--- config.mk ---
export PLATFORM = sky130hd
export DESIGN_NAME = tag_window_sequencer
export DESIGN_NICKNAME = d
export VERILOG_FILES = /design/src/rtl/tag_seq_pkg.sv /design/src/rtl/tag_window_sequencer.sv
export SDC_FILE = /design/constraint.sdc
export NUM_CORES = 2
export LEC_CHECK = 0
export ABC_AREA = 1
export CORE_MARGIN = 4
export CORE_UTILIZATION = 28
export DETAILED_ROUTE_END_ITERATION = 10
export PLACE_DENSITY = 0.5
export SYNTH_ARGS = -nofsm -noshare
export SYNTH_HDL_FRONTEND = slang
export SYNTH_SLANG_ARGS = --single-unit
--- constraint.sdc ---
create_clock -name clk -period 4.43 [get_ports clk]
set_clock_uncertainty 0.05 [all_clocks]
set_input_delay 0.6645 -clock clk [delete_from_list [all_inputs] [get_ports clk]]
set_output_delay 0.6645 -clock clk [all_outputs]
set_load 0.03 [all_outputs]
--- src/rtl/tag_seq_pkg.sv ---
// Shared types for the tag window sequencer: FSM state encoding and the
// configuration snapshot captured when a run is armed.
package tag_seq_pkg;

  localparam int unsigned SEQ_TIME_W = 64;
  localparam int unsigned SEQ_CH_W   = 5;
  localparam int unsigned SEQ_CNT_W  = 16;

  typedef enum logic [1:0] {
    IDLE    = 2'd0,
    ARMED   = 2'd1,
    OPEN    = 2'd2,
    HOLDOFF = 2'd3
  } seq_state_t;

  // Field widths follow the package widths, which the top-level parameter defaults also use.
  typedef struct packed {
    logic [SEQ_CH_W-1:0]   start_ch;
    logic                  start_rising;
    logic                  stop_en;
    logic [SEQ_CH_W-1:0]   stop_ch;
    logic [SEQ_TIME_W-1:0] window_len;
    logic [SEQ_TIME_W-1:0] holdoff_len;
    logic [SEQ_CNT_W-1:0]  num_windows;
  } seq_cfg_t;

endpackage

--- src/rtl/tag_window_sequencer.sv ---
// Acquisition window sequencer on the decoded tag stream: opens on a start edge, forwards
// tags with window-relative time, closes on duration or stop edge, repeats with holdoff.
module tag_window_sequencer
  import tag_seq_pkg::*;
#(
  parameter int unsigned TIME_WIDTH = SEQ_TIME_W,
  parameter int unsigned CH_WIDTH   = SEQ_CH_W,
  parameter int unsigned CNT_WIDTH  = SEQ_CNT_W
) (
  input  logic                  clk,
  input  logic                  rst,
  input  logic                  ctl_arm,
  input  logic                  ctl_abort,
  input  logic [CH_WIDTH-1:0]   cfg_start_ch,
  input  logic                  cfg_start_rising,
  input  logic                  cfg_stop_en,
  input  logic [CH_WIDTH-1:0]   cfg_stop_ch,
  input  logic [TIME_WIDTH-1:0] cfg_window_len,
  input  logic [TIME_WIDTH-1:0] cfg_holdoff_len,
  input  logic [CNT_WIDTH-1:0]  cfg_num_windows,
  input  logic                  tag_valid,
  input  logic [CH_WIDTH-1:0]   tag_channel,
  input  logic                  tag_rising,
  input  logic [TIME_WIDTH-1:0] tag_time,
  output logic                  out_valid,
  output logic [CH_WIDTH-1:0]   out_channel,
  output logic                  out_rising,
  output logic [TIME_WIDTH-1:0] out_time_rel,
  output logic [CNT_WIDTH-1:0]  out_window_idx,
  output logic                  busy,
  output logic                  window_open,
  output logic                  win_done,
  output logic [CNT_WIDTH-1:0]  win_tag_count,
  output logic                  run_done,
  output logic                  run_aborted,
  output logic                  err_order
);

  seq_state_t state, state_n;
  seq_cfg_t   cfg_q, cfg_in;

  logic [TIME_WIDTH-1:0] t0, t_end, h_end, last_time;
  logic [CNT_WIDTH-1:0]  window_idx, tag_count, idx_inc;

  logic abort_act, arm_act, tv;
  logic start_hit, holdoff_clear, eval_start, zero_len;
  logic time_close, stop_close, close, fwd_in_window, fwd, last_window;
  logic [TIME_WIDTH-1:0] close_base;

  logic                  out_valid_n, out_rising_n;
  logic [CH_WIDTH-1:0]   out_channel_n;
  logic [TIME_WIDTH-1:0] out_time_rel_n;
  logic                  win_done_n, run_done_n, run_aborted_n, err_order_n;
  logic [CNT_WIDTH-1:0]  win_tag_count_n;

  assign cfg_in = '{
    start_ch:     cfg_start_ch,
    start_rising: cfg_start_rising,
    stop_en:      cfg_stop_en,
    stop_ch:      cfg_stop_ch,
    window_len:   cfg_window_len,
    holdoff_len:  cfg_holdoff_len,
    num_windows:  cfg_num_windows
  };

  // Abort beats everything, including an arm in the same cycle and any tag in flight.
  assign abort_act = ctl_abort && (state != IDLE);
  assign arm_act   = ctl_arm && !ctl_abort && (state == IDLE);
  assign tv        = tag_valid && !abort_act;

  assign start_hit     = tv && (tag_channel == cfg_q.start_ch) && (tag_rising == cfg_q.start_rising);
  assign holdoff_clear = tv && (tag_time >= h_end);
  // A tag that ends the holdoff is also judged as a start candidate in the same cycle.
  assign eval_start    = start_hit && ((state == ARMED) || ((state == HOLDOFF) && holdoff_clear));
  assign zero_len      = (cfg_q.window_len == '0);

  assign time_close    = tv && (state == OPEN) && (tag_time >= t_end);
  assign stop_close    = tv && (state == OPEN) && !time_close && cfg_q.stop_en &&
                         (tag_channel == cfg_q.stop_ch);
  assign fwd_in_window = tv && (state == OPEN) && !time_close && !stop_close;
  assign fwd           = fwd_in_window || (eval_start && !zero_len);
  assign close         = time_close || stop_close || (eval_start && zero_len);

  assign idx_inc     = window_idx + CNT_WIDTH'(1);
  assign last_window = (cfg_q.num_windows != '0) && (idx_inc == cfg_q.num_windows);
  assign close_base  = time_close ? t_end : tag_time;

  assign busy           = (state != IDLE);
  assign window_open    = (state == OPEN);
  assign out_window_idx = window_idx;

  // NOTE: sequential state uses non-blocking assignments so every flop samples pre-edge values.
  always_ff @(posedge clk) begin
    if (rst) state <= IDLE;
    else     state <= state_n;
  end

  // NOTE: every variable gets a default at the top of the block, so no path can infer a latch.
  always_comb begin
    state_n = state;
    case (state)
      IDLE: if (arm_act) state_n = ARMED;
      ARMED, HOLDOFF: begin
        if (eval_start) begin
          if (!zero_len)        state_n = OPEN;
          else if (last_window) state_n = IDLE;
          else                  state_n = HOLDOFF;
        end else if ((state == HOLDOFF) && holdoff_clear) begin
          state_n = ARMED;
        end
      end
      OPEN: if (close) state_n = last_window ? IDLE : HOLDOFF;
      default: state_n = IDLE;
    endcase
    if (abort_act) state_n = IDLE;
  end

  always_comb begin
    out_valid_n    = fwd;
    out_channel_n  = fwd ? tag_channel : '0;
    out_rising_n   = fwd && tag_rising;
    out_time_rel_n = '0;
    if (fwd_in_window) out_time_rel_n = tag_time - t0;

    win_done_n      = close || (abort_act && (state == OPEN));
    win_tag_count_n = win_tag_count;
    if (eval_start && zero_len) win_tag_count_n = '0;
    else if (win_done_n)        win_tag_count_n = tag_count;

    run_done_n = abort_act || (close && last_window);

    run_aborted_n = run_aborted;
    if (arm_act)   run_aborted_n = 1'b0;
    if (abort_act) run_aborted_n = 1'b1;

    err_order_n = err_order;
    if (arm_act)                                        err_order_n = 1'b0;
    else if (fwd_in_window && (tag_time < last_time))   err_order_n = 1'b1;
  end

  // NOTE: the snapshot and timing registers are reset too, so no stale config survives a reset.
  always_ff @(posedge clk) begin
    if (rst) begin
      cfg_q      <= '0;
      t0         <= '0;
      t_end      <= '0;
      h_end      <= '0;
      last_time  <= '0;
      window_idx <= '0;
      tag_count  <= '0;
    end else begin
      if (arm_act) begin
        cfg_q      <= cfg_in;
        window_idx <= '0;
      end
      if (eval_start) begin
        t0        <= tag_time;
        t_end     <= tag_time + cfg_q.window_len;
        tag_count <= zero_len ? '0 : CNT_WIDTH'(1);
        last_time <= tag_time;
      end else if (fwd_in_window) begin
        tag_count <= (&tag_count) ? tag_count : tag_count + CNT_WIDTH'(1);
        last_time <= tag_time;
      end
      if (close) begin
        window_idx <= idx_inc;
        h_end      <= close_base + cfg_q.holdoff_len;
      end
    end
  end

  always_ff @(posedge clk) begin
    if (rst) begin
      out_valid     <= 1'b0;
      out_channel   <= '0;
      out_rising    <= 1'b0;
      out_time_rel  <= '0;
      win_done      <= 1'b0;
      win_tag_count <= '0;
      run_done      <= 1'b0;
      run_aborted   <= 1'b0;
      err_order     <= 1'b0;
    end else begin
      out_valid     <= out_valid_n;
      out_channel   <= out_channel_n;
      out_rising    <= out_rising_n;
      out_time_rel  <= out_time_rel_n;
      win_done      <= win_done_n;
      win_tag_count <= win_tag_count_n;
      run_done      <= run_done_n;
      run_aborted   <= run_aborted_n;
      err_order     <= err_order_n;
    end
  end

endmodule
# ---- Word-level counts from Yosys, hierarchy flattened
# Index checks and enable logic that the tools add are counted.
dict set report op_classes {
  eq_ne 11
  reduce_logical 49
  n_addsub 5
  muxes 18
  bitwise 2
  n_lt_le_gt_ge 3
}
# op n
set ops {}
lappend ops {{64-bit two-way mux} 3}
lappend ops {{64-bit adder} 2}
lappend ops {{64-bit >= comparator} 2}
lappend ops {{16-bit two-way mux} 5}
lappend ops {{64-bit logical NOT} 1}
lappend ops {{64-bit < comparator} 1}
lappend ops {{64-bit subtractor} 1}
lappend ops {{16-bit by 1-bit adder with 16-bit output, second input constant} 2}
lappend ops {{1-bit logical AND} 22}
lappend ops {{16-bit equality test} 1}
lappend ops {{16-bit AND reduction} 1}
lappend ops {{16-bit nonzero test} 1}
lappend ops {{2-bit two-way mux} 6}
lappend ops {{2-bit OR reduction} 6}
lappend ops {{5-bit equality test} 2}
lappend ops {{2-bit nonzero test} 4}
lappend ops {{1-bit logical OR} 6}
lappend ops {{2-bit one-hot mux with 3 select lines} 1}
lappend ops {{1-bit logical NOT} 5}
lappend ops {{2-bit equality test, second input constant} 2}
lappend ops {{2-bit inequality test, second input constant} 2}
lappend ops {{1-bit two-way mux} 3}
lappend ops {{3-bit inequality test, second input constant} 1}
lappend ops {{3-bit AND reduction} 1}
lappend ops {{6 further kinds} 7}
dict set report word_totals {
  in_bits 231
  ff_bits 537
  word_cells 111
  output_inout_bits 109
}

# ---- Longest topological paths before layout
dict set report depth {
  word_depth 15
  depth_mapped 36
  ltp_nobuf 34
}

# ---- Worst setup path before layout
# Ideal clock, no wire load.
dict set report synth_path {
  kind {input port to flip-flop}
  start {input tag_time[47]}
  end {register h_end[54]}
  setup_time_ns 0.117
  t_required_ns 4.263
  path_stages 26
  slack_ns 0.115
  arrival_time_ns 4.147
  path_cell_list {ha_1 -> nand2_1 -> nor2_1 -> nand2_1 -> nor4_2 -> nand3_1 -> nand3_2 -> nand2_1 -> buf_2 -> buf_2 -> o21ai_0 -> inv_1 -> fa_1 -> nand3b_1 -> nand2_1 -> nand3_1 -> nand2_1 -> nand2_1 -> nand2_1 -> a21boi_1 -> o21ai_0 -> nand4_1 -> nand3_1 -> nand2_1 -> nor2_1 -> nor2_1}
}
dict set report synth_between {
  elab_chain_len 8
  word_cells_on_any_way 16
  cone_classes {1 x add/sub; 2 x order compare; 1 x mux; 12 x reduce/logical}
}
# element line
set synth_lines {}
lappend synth_lines {{from (decl)} tag_window_sequencer.sv:24} ;# input logic [TIME_WIDTH-1:0] tag_time,
lappend synth_lines {{parallel branches: the longest is 8 deep, another holds 64-bit >= comparator} --}
lappend synth_lines {{to (signal assigned)} tag_window_sequencer.sv:167} ;# h_end <= close_base + cfg_q.holdoff_len;
lappend synth_lines {{to (decl)} tag_window_sequencer.sv:42} ;# logic [TIME_WIDTH-1:0] t0, t_end, h_end, last_time;
# Several ways; the timed one is not identified.
# A chain may end at the register's enable or synchronous reset.

# ---- Worst setup path after layout
dict set report layout_path {
  start {input tag_time[34]}
  end {register h_end[22]}
}
# The elaborated chain is that of the path after synthesis.

==> flow_results.org <==
** Detailed routing
- Remaining number of nets flagged by the antenna check after routing :: 0
- After detailed routing, the average wire length per cell comes to 19.30 µm.
- Starting DRT DRC Count :: about 2,700
- After detailed routing, the number of vias per cell comes to between 4 and 5.
- After detailed routing, the number of remaining DRC violations is 0.
- Vias after detailed routing :: 40,020
- Number of search-and-repair iterations in the first detailed-routing pass :: 6
- The final layout contains routed wiring with a total length of about 160 mm.

** Setup path
- The worst register-to-register path begins at t_end[59].
- STA puts the critical path data arrival time at 5.00 ns.
- The number of cells on the worst reg-to-reg path is 24.
- The setup path with the least slack is of type in2reg.
- In this run the worst setup path begins at tag_time[34].
- Largest driver fanout on the critical path :: 33
- At the worst endpoint, the required time is ~5 ns.
- The most critical setup path has its endpoint at h_end[22].
- In this run the critical register-to-register path is captured at h_end[22].
- Critical Path Sink Type :: flop
- STA classifies the critical path startpoint as an input pin.
- Across all register-to-register paths, the minimum setup slack is -0.04 ns.

** Final layout
- Compared with the post-synthesis result, the final layout area differs by 33.34%.
- Net total in the final layout :: roughly 7,000
- The finished cells cover about 0.050 mm².
- The library cell used most frequently in the layout, excluding fill and tap cells, is sky130_fd_sc_hd__nand2_1.
- Leaving out fill and tap cells, the most frequent cells in the layout are sky130_fd_sc_hd__nand2_1 (804), sky130_fd_sc_hd__nor2_1 (801), sky130_fd_sc_hd__inv_1 (706).
- Share of layout cells above drive strength 1 :: 13.80%
- The finished layout holds a little over 8,000 standard cells, fillers aside.

** Synthesis
- Register bit count reported by yosys :: roughly 540
- When the netlist entered floorplanning its net count stood at 6,245.
- Yosys cell types :: 52
- In the synthesized netlist, the number of instances is roughly 5,600.
- Synthesized area per cell :: 6.640 µm²
- For this run, the number of Yosys warnings is 0.
- Number of enable-type register cells in the synthesized netlist :: 0
- Sequential cells were found to cover 28.76% of the synthesized design area.
- The cell area that synthesis handed to floorplanning was roughly 0.037 mm².
- After synthesis, the share of flip-flops with an asynchronous set or reset is 0%.
- Post-synth top flop :: sky130_fd_sc_hd__dfxtp_1

** Clock network
- Deepest clock path buffer count :: 3
- TritonCTS clock tree :: done
- At the later pin of the worst-skew pair, clock insertion delay measures 0.67 ns.
- The H-tree was split into 3 levels.
- Root buffer selected by CTS :: sky130_fd_sc_hd__clkbuf_16
- Counting the buffers created by CTS gives a little over 70.
- The clock drives about 540 sinks.
- Clock-pin slew was measured on the worst setup and hold paths at about 0.050 ns.

** Die
- Core Box Area :: 0.1320 mm²
- The die is roughly 370 µm tall.
- The die covers around 0.14 mm².
- Number of placed I/O pins :: 340
- Initial core utilization :: roughly 28%
- In this run the horizontal extent of the chip is around 370 µm.
- After floorplanning, the core was divided into 133 placement rows.

** Global routing
- Global route total overflow :: 0
- Global routing used a little over a fifth of the available tracks across all layers.
- Via count of the first global-routing pass :: between 30,000 and 40,000
- Wire length of the first global-routing pass :: roughly 240 mm
- The initial antenna violation count came to 2.
- Largest net degree at the start of global routing :: around 140

** Timing
- The worst pin sits at a relative slew slack of ~48%.
- Number of max-slew violations in the final report :: 0
- For this run, the top clock speed supported by timing is between 0.2 and 0.25 GHz.
- After layout, the minimum clock period comes to 4.511 ns.
- The final hold violation count came to 0.
- Setup violations remaining at the end of the flow were counted as 5.
- Unrepaired setup endpoints after global routing :: yes
- Fraction of the cycle the final worst path needs :: 101.8%
- Setup slack of the critical path after layout :: -0.08145 ns
- Transition time at the pin with the least slew margin :: 0.7795 ns
- After routing, the total negative slack on setup checks comes to -0.2184 ns.

** Pwr
- Overall power consumption after layout is estimated at between 15 and 20 mW.
- Across the VDD grid, the largest voltage drop is 0.0002143 V.
- PwrDens :: 364.5 mW/mm²
- Static leakage :: ~21 nW

** Run
- Across the run, the number of max-cap violations was 0.

** Place
- Instance count after placement with tap cells included :: 8,067
- Post-DP Area :: approximately 0.046 mm²
- Number of buffer cells added on primary ports :: between 300 and 400
- Detailed Place HPWL :: 129.8 mm
- The congestion estimate from routability-driven global placement came to slightly below 1.

** Outcome
- The flow ran to the end, but the final reports show violations.
- Violations in the final reports :: setup timing

** Worst hold path
- Worst min-delay path class :: reg2reg
- Start point of the worst hold path :: t0[11]
## synthesized netlist by cell type, types with 8 or more instances
cell type / count / area [µm²]
sky130_fd_sc_hd__a211oi_1: 9 / 67.56
sky130_fd_sc_hd__a21boi_0: 15 / 112.6
sky130_fd_sc_hd__a21o_1: 41 / 307.8
sky130_fd_sc_hd__a21oi_1: 681 / 3408
sky130_fd_sc_hd__a221oi_1: 10 / 87.58
sky130_fd_sc_hd__a31oi_1: 54 / 337.8
sky130_fd_sc_hd__buf_2: 36 / 180.2
sky130_fd_sc_hd__buf_6: 8 / 90.09
sky130_fd_sc_hd__clkbuf_1: 118 / 442.9
sky130_fd_sc_hd__dfxtp_1: 537 / 10750
sky130_fd_sc_hd__ha_1: 382 / 4780
sky130_fd_sc_hd__inv_1: 721 / 2706
sky130_fd_sc_hd__inv_2: 11 / 41.29
sky130_fd_sc_hd__nand2_1: 834 / 3131
sky130_fd_sc_hd__nand3_1: 195 / 975.9
sky130_fd_sc_hd__nand4_1: 60 / 375.4
sky130_fd_sc_hd__nor2_1: 838 / 3146
sky130_fd_sc_hd__nor3_1: 48 / 240.2
sky130_fd_sc_hd__nor4_1: 43 / 269.0
sky130_fd_sc_hd__o211ai_1: 11 / 82.58
sky130_fd_sc_hd__o21a_1: 28 / 210.2
sky130_fd_sc_hd__o21ai_0: 595 / 2978
sky130_fd_sc_hd__o21ai_1: 63 / 315.3
sky130_fd_sc_hd__o21bai_1: 31 / 232.7
sky130_fd_sc_hd__o22ai_1: 21 / 131.4
sky130_fd_sc_hd__or2_2: 33 / 206.5
sky130_fd_sc_hd__xnor2_1: 68 / 595.6
sky130_fd_sc_hd__xor2_1: 77 / 674.4
## worst min path at each step
| stage | end | slack, ns | cells after the start |
|---|---|---|---|
| after global routing | t0[25] | 0.42 | 2 |
| after detailed placement | t0[47] | 0.40 | 2 |
| final | t0[11] | 0.41 | 2 |
| after global placement | t0[11] | 0.39 | 2 |
| after CTS | t0[17] | 0.41 | 2 |
| after floorplan | t0[10] | 0.38 | 2 |
## metrics by stage
step           hold slack [ns]  util (%)  setup WS (ns)
2_1_floorplan           0.3831         -         0.1155
3_3_place_gp            0.3929     35.12         -1.281
3_5_place_dp            0.4008     35.12         -1.378
4_1_cts                 0.4090     37.10      0.0002642
5_1_grt                 0.4227     37.77        -0.2165
6_report                0.4052     37.77       -0.08145
## cell families after synthesis
kind of cell    share of synthesized area [%]
buf+inv                                 9.396
compound gates                          22.61
xor+xnor                                3.398
flops                                   28.76
simple gates                            22.89
fa+ha+maj                               12.95
## registers in the layout (all words and copies together), names as in the netlist, 2 cells and up
name and flops:
cfg_q 156, h_end 64, last_time 64, out_channel 5, out_time_rel 64, out_window_idx 16
state 2, t0 64, t_end 64, tag_count 16, win_tag_count 16
## per-layer routing
metal  vias to the layer above  part of all wire [%]  wire, µm  global-route usage, %
li1                      20330                     -         -                      -
met1                     18460                    50     79700                  32.31
met2                      1025                    42     66320                  33.26
met3                       200                   4.8      7563                  2.571
met4                         0                   3.1      4934                  6.444
met5                         -                     0         0                      0
## report_power, final
group	switching, mW	total [mW]	internal [mW]
Clock	2.41	6.16	3.75
Combinational	3.83	6.46	2.63
Sequential	0.348	5.55	5.20
## final cells by class
| class | instances | area, µm² |
|---|---|---|
| tap | 1755 | 2196 |
| sequential | 537 | 10760 |
| inverter | 732 | 2770 |
| multi-input combinational | 4190 | 23960 |
| clock buffer | 103 | 2131 |
| antenna | 1 | 2.502 |
| timing repair buffer | 871 | 7692 |
| fill | 14270 | 82130 |
| clock inverter | 24 | 327.8 |
## critical path, stage by stage
cell and delay (ns):
sky130_fd_sc_hd__clkdlybuf4s50_1 0.53, sky130_fd_sc_hd__ha_1 0.34, sky130_fd_sc_hd__nand2_1 0.04, sky130_fd_sc_hd__inv_1 0.06, sky130_fd_sc_hd__nand4_1 0.26, sky130_fd_sc_hd__nor4_4 0.35
sky130_fd_sc_hd__nand3_2 0.13, sky130_fd_sc_hd__nand3_4 0.14, sky130_fd_sc_hd__nand2_8 0.11, sky130_fd_sc_hd__buf_12 0.21, sky130_fd_sc_hd__o21ai_0 0.19, sky130_fd_sc_hd__ha_1 0.31
sky130_fd_sc_hd__buf_4 0.16, sky130_fd_sc_hd__nand2_1 0.12, sky130_fd_sc_hd__inv_1 0.06, sky130_fd_sc_hd__a21oi_1 0.23, sky130_fd_sc_hd__nand2_4 0.10, sky130_fd_sc_hd__a21boi_4 0.30
sky130_fd_sc_hd__o21ai_2 0.08, sky130_fd_sc_hd__buf_4 0.14, sky130_fd_sc_hd__xnor2_1 0.34, sky130_fd_sc_hd__a21oi_1 0.12
## repair_timing
| item | 4_1_cts | 5_1_grt |
|---|---|---|
| gates cloned | 1 | 0 |
| setup buffers | 6 | 12 |
| pin swaps | 15 | 42 |
| setup endpoints to repair | 52 | 52 |
| hold buffers | 0 | 0 |
| resized for setup | 77 | 210 |
No activity file was read; power rests on OpenSTA's default activity.
